`config.mk`:
```
export PLATFORM = sky130hd
export DESIGN_NAME = hazard_scoreboard_flat
export DESIGN_NICKNAME = d
export VERILOG_FILES = /design/src/rtl/hazard_scoreboard_if.sv /design/src/rtl/hazard_scoreboard.sv /design/src/flat_wrapper.sv
export SDC_FILE = /design/constraint.sdc
export NUM_CORES = 1
export LEC_CHECK = 0
export BUFFER_PORTS_ARGS = -buffer_cell sky130_fd_sc_hd__buf_2
export CORE_UTILIZATION = 54
export CTS_CLUSTER_SIZE = 10
export DETAILED_ROUTE_END_ITERATION = 16
export HOLD_SLACK_MARGIN = 0.06
export PLACE_DENSITY = 0.9
export SLEW_MARGIN = 20
export SYNTH_ARGS = -nofsm -noshare
export SYNTH_HDL_FRONTEND = slang
export SYNTH_SLANG_ARGS = --single-unit
```
`constraint.sdc`:
```
create_clock -name clk -period 7 [get_ports clk]
set_clock_uncertainty 0.2 [all_clocks]
set_input_delay 0.7 -clock clk [delete_from_list [all_inputs] [get_ports clk]]
set_output_delay 0.7 -clock clk [all_outputs]
set_load 0.02 [all_outputs]
```
`src/rtl/hazard_scoreboard_if.sv`:
```
// Pipeline-side bundle of the hazard scoreboard: register addresses and enables
// from ID/EX/MEM/WB in, forwarding selects, stall and scoreboard status out.
interface hazard_scoreboard_if #(
  parameter int REG_AW = 5,
  parameter int NREAD  = 2,
  parameter int CNT_W  = 32
);
  logic                    id_valid;
  logic [NREAD*REG_AW-1:0] id_ra;
  logic [NREAD-1:0]        id_re;
  logic                    id_branch;
  logic                    id_md;
  logic [NREAD*REG_AW-1:0] ex_ra;
  logic [NREAD-1:0]        ex_re;
  logic                    ex_regwe;
  logic                    ex_memread;
  logic [REG_AW-1:0]       ex_rw;
  logic                    mem_regwe;
  logic                    mem_memread;
  logic                    mem_ramwe;
  logic [REG_AW-1:0]       mem_rw;
  logic [REG_AW-1:0]       mem_rt;
  logic                    wb_regwe;
  logic [REG_AW-1:0]       wb_rw;
  logic                    md_start;
  logic [REG_AW-1:0]       md_rw;
  logic                    flush;
  logic [2*NREAD-1:0]      id_fwd;
  logic [2*NREAD-1:0]      ex_fwd;
  logic                    mem_fwd;
  logic                    stall;
  logic                    md_busy;
  logic                    md_err;
  logic [CNT_W-1:0]        stall_cnt;

  modport master (
    output id_valid, id_ra, id_re, id_branch, id_md,
           ex_ra, ex_re, ex_regwe, ex_memread, ex_rw,
           mem_regwe, mem_memread, mem_ramwe, mem_rw, mem_rt,
           wb_regwe, wb_rw, md_start, md_rw, flush,
    input  id_fwd, ex_fwd, mem_fwd, stall, md_busy, md_err, stall_cnt
  );

  modport slave (
    input  id_valid, id_ra, id_re, id_branch, id_md,
           ex_ra, ex_re, ex_regwe, ex_memread, ex_rw,
           mem_regwe, mem_memread, mem_ramwe, mem_rw, mem_rt,
           wb_regwe, wb_rw, md_start, md_rw, flush,
    output id_fwd, ex_fwd, mem_fwd, stall, md_busy, md_err, stall_cnt
  );
endinterface

```
`src/rtl/hazard_scoreboard.sv`:
```
// Data-hazard unit: ID/EX operand forwarding, store-data forwarding, stall
// generation, a one-entry MUL/DIV latency scoreboard and a saturating stall counter.
module hazard_scoreboard #(
  parameter int REG_AW = 5,
  parameter int NREAD  = 2,
  parameter int MD_LAT = 4,
  parameter int CNT_W  = 32
) (
  input logic clk,
  input logic rst_n,
  hazard_scoreboard_if.slave bus
);

  localparam int CW = $clog2(MD_LAT);
  localparam logic [CW-1:0] LAT_M1 = CW'(MD_LAT - 1);

  typedef enum logic {S_IDLE, S_BUSY} state_t;

  state_t            r_state, w_state_n;
  logic [CW-1:0]     r_cnt, w_cnt_n;
  logic [REG_AW-1:0] r_md_rw, w_md_rw_n;
  logic              r_err, w_err_n;
  logic [CNT_W-1:0]  r_stall_cnt;

  logic [2*NREAD-1:0] w_id_fwd, w_ex_fwd;
  logic w_m_ex, w_m_mem, w_m_md;
  logic w_md_act, w_ld_use, w_branch, w_md_raw, w_md_struct, w_stall;

  function automatic logic addr_match(input logic re, input logic [REG_AW-1:0] ra,
                                      input logic [REG_AW-1:0] x);
    return re && (ra != '0) && (ra == x);
  endfunction

  // MEM wins over WB: it holds the younger result for the same register.
  function automatic logic [1:0] fwd_sel(input logic re, input logic [REG_AW-1:0] ra,
                                         input logic mwe, input logic [REG_AW-1:0] mrw,
                                         input logic wwe, input logic [REG_AW-1:0] wrw);
    if (mwe && addr_match(re, ra, mrw)) return 2'b10;
    if (wwe && addr_match(re, ra, wrw)) return 2'b01;
    return 2'b00;
  endfunction

  function automatic logic [CNT_W-1:0] sat_inc(input logic [CNT_W-1:0] v);
    return (&v) ? v : v + CNT_W'(1);
  endfunction

  always_comb begin
    w_id_fwd = '0;
    w_ex_fwd = '0;
    w_m_ex   = 1'b0;
    w_m_mem  = 1'b0;
    w_m_md   = 1'b0;
    for (int i = 0; i < NREAD; i++) begin
      w_id_fwd[2*i +: 2] = fwd_sel(bus.id_re[i], bus.id_ra[i*REG_AW +: REG_AW],
                                   bus.mem_regwe, bus.mem_rw, bus.wb_regwe, bus.wb_rw);
      w_ex_fwd[2*i +: 2] = fwd_sel(bus.ex_re[i], bus.ex_ra[i*REG_AW +: REG_AW],
                                   bus.mem_regwe, bus.mem_rw, bus.wb_regwe, bus.wb_rw);
      w_m_ex  = w_m_ex  | addr_match(bus.id_re[i], bus.id_ra[i*REG_AW +: REG_AW], bus.ex_rw);
      w_m_mem = w_m_mem | addr_match(bus.id_re[i], bus.id_ra[i*REG_AW +: REG_AW], bus.mem_rw);
      w_m_md  = w_m_md  | addr_match(bus.id_re[i], bus.id_ra[i*REG_AW +: REG_AW], r_md_rw);
    end
  end

  // The cnt==0 cycle is the result write, covered by normal WB forwarding.
  assign w_md_act    = (r_state == S_BUSY) && (r_cnt != '0);
  assign w_ld_use    = bus.ex_memread & bus.ex_regwe & w_m_ex;
  assign w_branch    = bus.id_branch & ((bus.ex_regwe & w_m_ex) |
                                        (bus.mem_memread & bus.mem_regwe & w_m_mem));
  assign w_md_raw    = w_md_act & w_m_md;
  assign w_md_struct = w_md_act & bus.id_md;
  assign w_stall     = bus.id_valid & ~bus.flush &
                       (w_ld_use | w_branch | w_md_raw | w_md_struct);

  always_comb begin
    w_state_n = r_state;
    w_cnt_n   = r_cnt;
    w_md_rw_n = r_md_rw;
    w_err_n   = r_err;
    case (r_state)
      S_IDLE: begin
        if (bus.md_start) begin
          w_state_n = S_BUSY;
          w_cnt_n   = LAT_M1;
          w_md_rw_n = bus.md_rw;
        end
      end
      S_BUSY: begin
        if (r_cnt != '0) begin
          w_cnt_n = r_cnt - CW'(1);
          if (bus.md_start) w_err_n = 1'b1;
        end else if (bus.md_start) begin
          w_cnt_n   = LAT_M1;
          w_md_rw_n = bus.md_rw;
        end else begin
          w_state_n = S_IDLE;
        end
      end
      default: w_state_n = S_IDLE;
    endcase
  end

  always_ff @(posedge clk or negedge rst_n) begin
    if (!rst_n) begin
      r_state     <= S_IDLE;
      r_cnt       <= '0;
      r_md_rw     <= '0;
      r_err       <= 1'b0;
      r_stall_cnt <= '0;
    end else begin
      r_state <= w_state_n;
      r_cnt   <= w_cnt_n;
      r_md_rw <= w_md_rw_n;
      r_err   <= w_err_n;
      if (w_stall) r_stall_cnt <= sat_inc(r_stall_cnt);
    end
  end

  assign bus.id_fwd    = w_id_fwd;
  assign bus.ex_fwd    = w_ex_fwd;
  assign bus.mem_fwd   = bus.wb_regwe & bus.mem_ramwe & (bus.mem_rt != '0) &
                         (bus.mem_rt == bus.wb_rw);
  assign bus.stall     = w_stall;
  assign bus.md_busy   = (r_state == S_BUSY);
  assign bus.md_err    = r_err;
  assign bus.stall_cnt = r_stall_cnt;

endmodule

```
`src/flat_wrapper.sv`:
```
// flat-port wrapper written by rule: the top's interface ports become plain ports
module hazard_scoreboard_flat 
#(
  parameter int REG_AW = 5,
  parameter int NREAD  = 2,
  parameter int MD_LAT = 4,
  parameter int CNT_W  = 32
)
  (clk, rst_n, bus_id_valid, bus_id_ra, bus_id_re, bus_id_branch, bus_id_md, bus_ex_ra, bus_ex_re, bus_ex_regwe, bus_ex_memread, bus_ex_rw, bus_mem_regwe, bus_mem_memread, bus_mem_ramwe, bus_mem_rw, bus_mem_rt, bus_wb_regwe, bus_wb_rw, bus_md_start, bus_md_rw, bus_flush, bus_id_fwd, bus_ex_fwd, bus_mem_fwd, bus_stall, bus_md_busy, bus_md_err, bus_stall_cnt);
  hazard_scoreboard_if #(.REG_AW(REG_AW), .NREAD(NREAD), .CNT_W(CNT_W)) bus_i ();
  input logic clk;
  input logic rst_n;
  input wire logic [$bits(bus_i.id_valid)-1:0] bus_id_valid;
  input wire logic [$bits(bus_i.id_ra)-1:0] bus_id_ra;
  input wire logic [$bits(bus_i.id_re)-1:0] bus_id_re;
  input wire logic [$bits(bus_i.id_branch)-1:0] bus_id_branch;
  input wire logic [$bits(bus_i.id_md)-1:0] bus_id_md;
  input wire logic [$bits(bus_i.ex_ra)-1:0] bus_ex_ra;
  input wire logic [$bits(bus_i.ex_re)-1:0] bus_ex_re;
  input wire logic [$bits(bus_i.ex_regwe)-1:0] bus_ex_regwe;
  input wire logic [$bits(bus_i.ex_memread)-1:0] bus_ex_memread;
  input wire logic [$bits(bus_i.ex_rw)-1:0] bus_ex_rw;
  input wire logic [$bits(bus_i.mem_regwe)-1:0] bus_mem_regwe;
  input wire logic [$bits(bus_i.mem_memread)-1:0] bus_mem_memread;
  input wire logic [$bits(bus_i.mem_ramwe)-1:0] bus_mem_ramwe;
  input wire logic [$bits(bus_i.mem_rw)-1:0] bus_mem_rw;
  input wire logic [$bits(bus_i.mem_rt)-1:0] bus_mem_rt;
  input wire logic [$bits(bus_i.wb_regwe)-1:0] bus_wb_regwe;
  input wire logic [$bits(bus_i.wb_rw)-1:0] bus_wb_rw;
  input wire logic [$bits(bus_i.md_start)-1:0] bus_md_start;
  input wire logic [$bits(bus_i.md_rw)-1:0] bus_md_rw;
  input wire logic [$bits(bus_i.flush)-1:0] bus_flush;
  output wire logic [$bits(bus_i.id_fwd)-1:0] bus_id_fwd;
  output wire logic [$bits(bus_i.ex_fwd)-1:0] bus_ex_fwd;
  output wire logic [$bits(bus_i.mem_fwd)-1:0] bus_mem_fwd;
  output wire logic [$bits(bus_i.stall)-1:0] bus_stall;
  output wire logic [$bits(bus_i.md_busy)-1:0] bus_md_busy;
  output wire logic [$bits(bus_i.md_err)-1:0] bus_md_err;
  output wire logic [$bits(bus_i.stall_cnt)-1:0] bus_stall_cnt;
  assign bus_i.id_valid = bus_id_valid;
  assign bus_i.id_ra = bus_id_ra;
  assign bus_i.id_re = bus_id_re;
  assign bus_i.id_branch = bus_id_branch;
  assign bus_i.id_md = bus_id_md;
  assign bus_i.ex_ra = bus_ex_ra;
  assign bus_i.ex_re = bus_ex_re;
  assign bus_i.ex_regwe = bus_ex_regwe;
  assign bus_i.ex_memread = bus_ex_memread;
  assign bus_i.ex_rw = bus_ex_rw;
  assign bus_i.mem_regwe = bus_mem_regwe;
  assign bus_i.mem_memread = bus_mem_memread;
  assign bus_i.mem_ramwe = bus_mem_ramwe;
  assign bus_i.mem_rw = bus_mem_rw;
  assign bus_i.mem_rt = bus_mem_rt;
  assign bus_i.wb_regwe = bus_wb_regwe;
  assign bus_i.wb_rw = bus_wb_rw;
  assign bus_i.md_start = bus_md_start;
  assign bus_i.md_rw = bus_md_rw;
  assign bus_i.flush = bus_flush;
  assign bus_id_fwd = bus_i.id_fwd;
  assign bus_ex_fwd = bus_i.ex_fwd;
  assign bus_mem_fwd = bus_i.mem_fwd;
  assign bus_stall = bus_i.stall;
  assign bus_md_busy = bus_i.md_busy;
  assign bus_md_err = bus_i.md_err;
  assign bus_stall_cnt = bus_i.stall_cnt;
  hazard_scoreboard #(.REG_AW(REG_AW), .NREAD(NREAD), .MD_LAT(MD_LAT), .CNT_W(CNT_W)) u_core (.clk(clk), .rst_n(rst_n), .bus(bus_i));
endmodule
```
==> results.md <==
- Flops & latches, synth: 41
- Core region area: around 0.0052 mm2
- First-pass GRT wire length: 11.6 mm
- Final setup viols: 0
- Worst Reg2Reg Path Length in Cells: 7
- Fin crit share: 0.529
- Clock Tree Buf Depth: 2
- Number of cells on the critical path: 9
- Syn Nets: ~380
- Layout cell share with drive strength beyond 1: 0.311
- Worst skew pair latency: 0.29 ns
- Worst Path Buf+Inv: 3
- Layout Nets: 472
- Initial Util: 0.565
- Hold depth: 1
- Via count: 2691
- Startpoint types: input port
- Required time of the critical path: 6.10 ns
- Setup TNS: 0 ns
- H-Tree Level Count: 2
- Critical path cell sequence: buf_2, or4_1, o21ai_2, nor4_1, o2111ai_1, o2111ai_2, buf_4, and2_1, buf_2
- Critical path arrival: 2.80 ns
- DRT Wirelength: 7.53 mm
- Worst setup EP type: output pin
- Row cnt: 26
- Vias in the first global route: 2420
- Worst hold path class: reg -> reg
- I/O pin count: between 100 and 150
- Worst IR Drop VDD: 222 uV
- Hold buffer count at CTS: 0
- CTS root buf: clkbuf_8
- CP delay by family, top: simple AND/OR/NAND/NOR gates
- Via density: 5.62
- Die ar.: 0.00571 mm2
- Critical Path Slowest Stage Cell: or4_1
- Pleak: around 0.0016 uW
- Post-CTS Setup Inserts: 0
- DP Wirelength: 5.90 mm
- CP most frequent cell: buf_2
- GP Congestion: just over 1
- Drc violations: 0
- Max Cap Viol: 0
- Top_reg_cell synth: dfrtp_1
- ANT cells: 0
- Tightest Pin Transition: 0.890 ns
- Die Span Y: 75.6 um
- Final min period: 3.70 ns
- Largest stage delay, worst path: just under 0.6 ns
- PD cells: 207 mW/mm2
- YS warnings: 0
- Final ANT Viol Nets: 0
- Synth Cell Area: 0.00292 mm2
- Clk sinks: 41
- Post-synth ARST share: 1.00
- Layout area overhead: 21.1%
- Resize count post-CTS: 0
- # port buffers: 105
- Seq/Total Area, Yosys: 0.351
- Initial DRC count: 265
- RSZ-0062 raised after global routing: no
- Clk pin slew, worst setup/hold paths: 0.07 ns
- Achievable Freq: 270 MHz
- Synth Instances: 319
- Crit path max fanout: 32
- Total routing usage reported by global routing: 0.272
- Clock buffer count from CTS: 5
- Core Util, Final: 0.684
- Crit Path Category: in -> out
- Largest net degree at the start of global routing: 42
- GRT Residual Overflow: 0
- Slew headroom: 0.406
- Number of flops mapped to enable cells by yosys: 0
- Synth unique cells: 42
- Die Span X: 75.6 um
- Status: completed
- Max-slew violations: 0
- DRT Pass-1 Iters: 4
- TritonCTS clock tree: yes
- Drt wl/cell: ~16 um
- Final hold vios: 0
- Post-synthesis average cell area: about 9.2 um2
- Initial antenna violation count: 0
-- through the flow --
step	worst slack [ns]	instances	instance area, um2	hold WS (ns)	total power (uW)
2_1_floorplan	3.61	319	2920	0.204	484
3_3_place_gp	3.29	472	3440	0.259	546
3_5_place_dp	3.34	472	3440	0.267	555
4_1_cts	3.33	479	3540	0.293	735
5_1_grt	3.21	479	3540	0.314	776
6_report	3.30	479	3540	0.291	733
-- cell usage in the layout (no fill, tap or decap), types with 2 or more instances in the layout --
cell and n:
buf_2 105, xnor2_1 61, dfrtp_1 41, xor2_1 34, nand3_1 29, nand2_1 19, nor3_1 18, nand4_1 18
nor4_1 11, or4_1 8, nor2_1 8, o21ai_0 5, and3_1 5, mux2_2 5, clkbuf_8 5, inv_1 4
and2_1 3, o21ai_2 2, a21oi_1 2, o2111ai_1 2, and4_1 2, nand3b_1 2
-- routing by layer --
layer,GRT usage,up-vias,part of all wire
met5,0,-,0
met4,0.0782,0,0.011
met3,0.0476,11,0.067
met2,0.432,113,0.48
met1,0.381,1269,0.45
li1,-,1298,-
-- cell type report --
cell class	count	area, um2
tap	70	87.6
multi-input combinational	251	1770
fill	435	1630
inverter	4	15.0
clock buffer	5	68.8
clock inverter	2	35.0
timing repair buffer	106	533
sequential	41	1030
-- Yosys cell counts, types with 3 or more instances --
cell	instances	share of area
or4_1	8	0.021
inv_1	4	0.0051
buf_2	3	0.0051
nand2_1	19	0.024
nor2_1	8	0.010
and2_1	3	0.0064
clkbuf_1	15	0.019
and3_1	5	0.011
o21ai_0	5	0.0086
xnor2_1	61	0.18
dfrtp_1	41	0.35
nor4_1	11	0.024
mux2_2	5	0.019
nand3_1	29	0.050
xor2_1	34	0.10
nor3_1	18	0.031
nand4_1	18	0.039
-- kinds of logic after synthesis --
logic type | synth area share
adders and majority gates | 0.00428
DFF | 0.351
muxes | 0.0231
buffers and inverters | 0.0424
and+or+nand+nor | 0.258
xor gates and xnor gates | 0.285
AOI/OAI and AO/OA | 0.0364
-- path summary, 6_finish.rpt --
kind                                          start                       end  slack (ns)
max                                    bus_id_ra[1]                 bus_stall        3.30
min                        u_core.bus.stall_cnt[14]  u_core.bus.stall_cnt[14]        0.29
max reg2reg                 u_core.bus.stall_cnt[2]   u_core.bus.stall_cnt[4]        4.27
min reg2reg                u_core.bus.stall_cnt[14]  u_core.bus.stall_cnt[14]        0.29
max in group asynchronous                     rst_n         u_core.r_md_rw[3]        5.71
min in group asynchronous                     rst_n  u_core.bus.stall_cnt[27]        0.33
-- state kept, by name, summed over array words and instances (netlist names) --
register	cells
u_core.bus.stall_cnt	32
u_core.r_md_rw	5
u_core.r_cnt	2
u_core.bus.md_busy	1
u_core.bus.md_err	1
-- worst register-to-register path, stage by stage (launching register included) --
cell	delay, ns
dfrtp_1	0.46
and4_4	0.29
nand4_2	0.19
or4_4	0.57
or2_1	0.43
and3_4	0.28
nand4_1	0.11
xnor2_1	0.12
-- power breakdown --
group	internal (uW)	switching, uW	total [uW]
Sequential	272	46.6	319
Combinational	103	132	234
Clock	104	76.7	180
Total	479	255	733
Power figures use the tool's default switching activity.
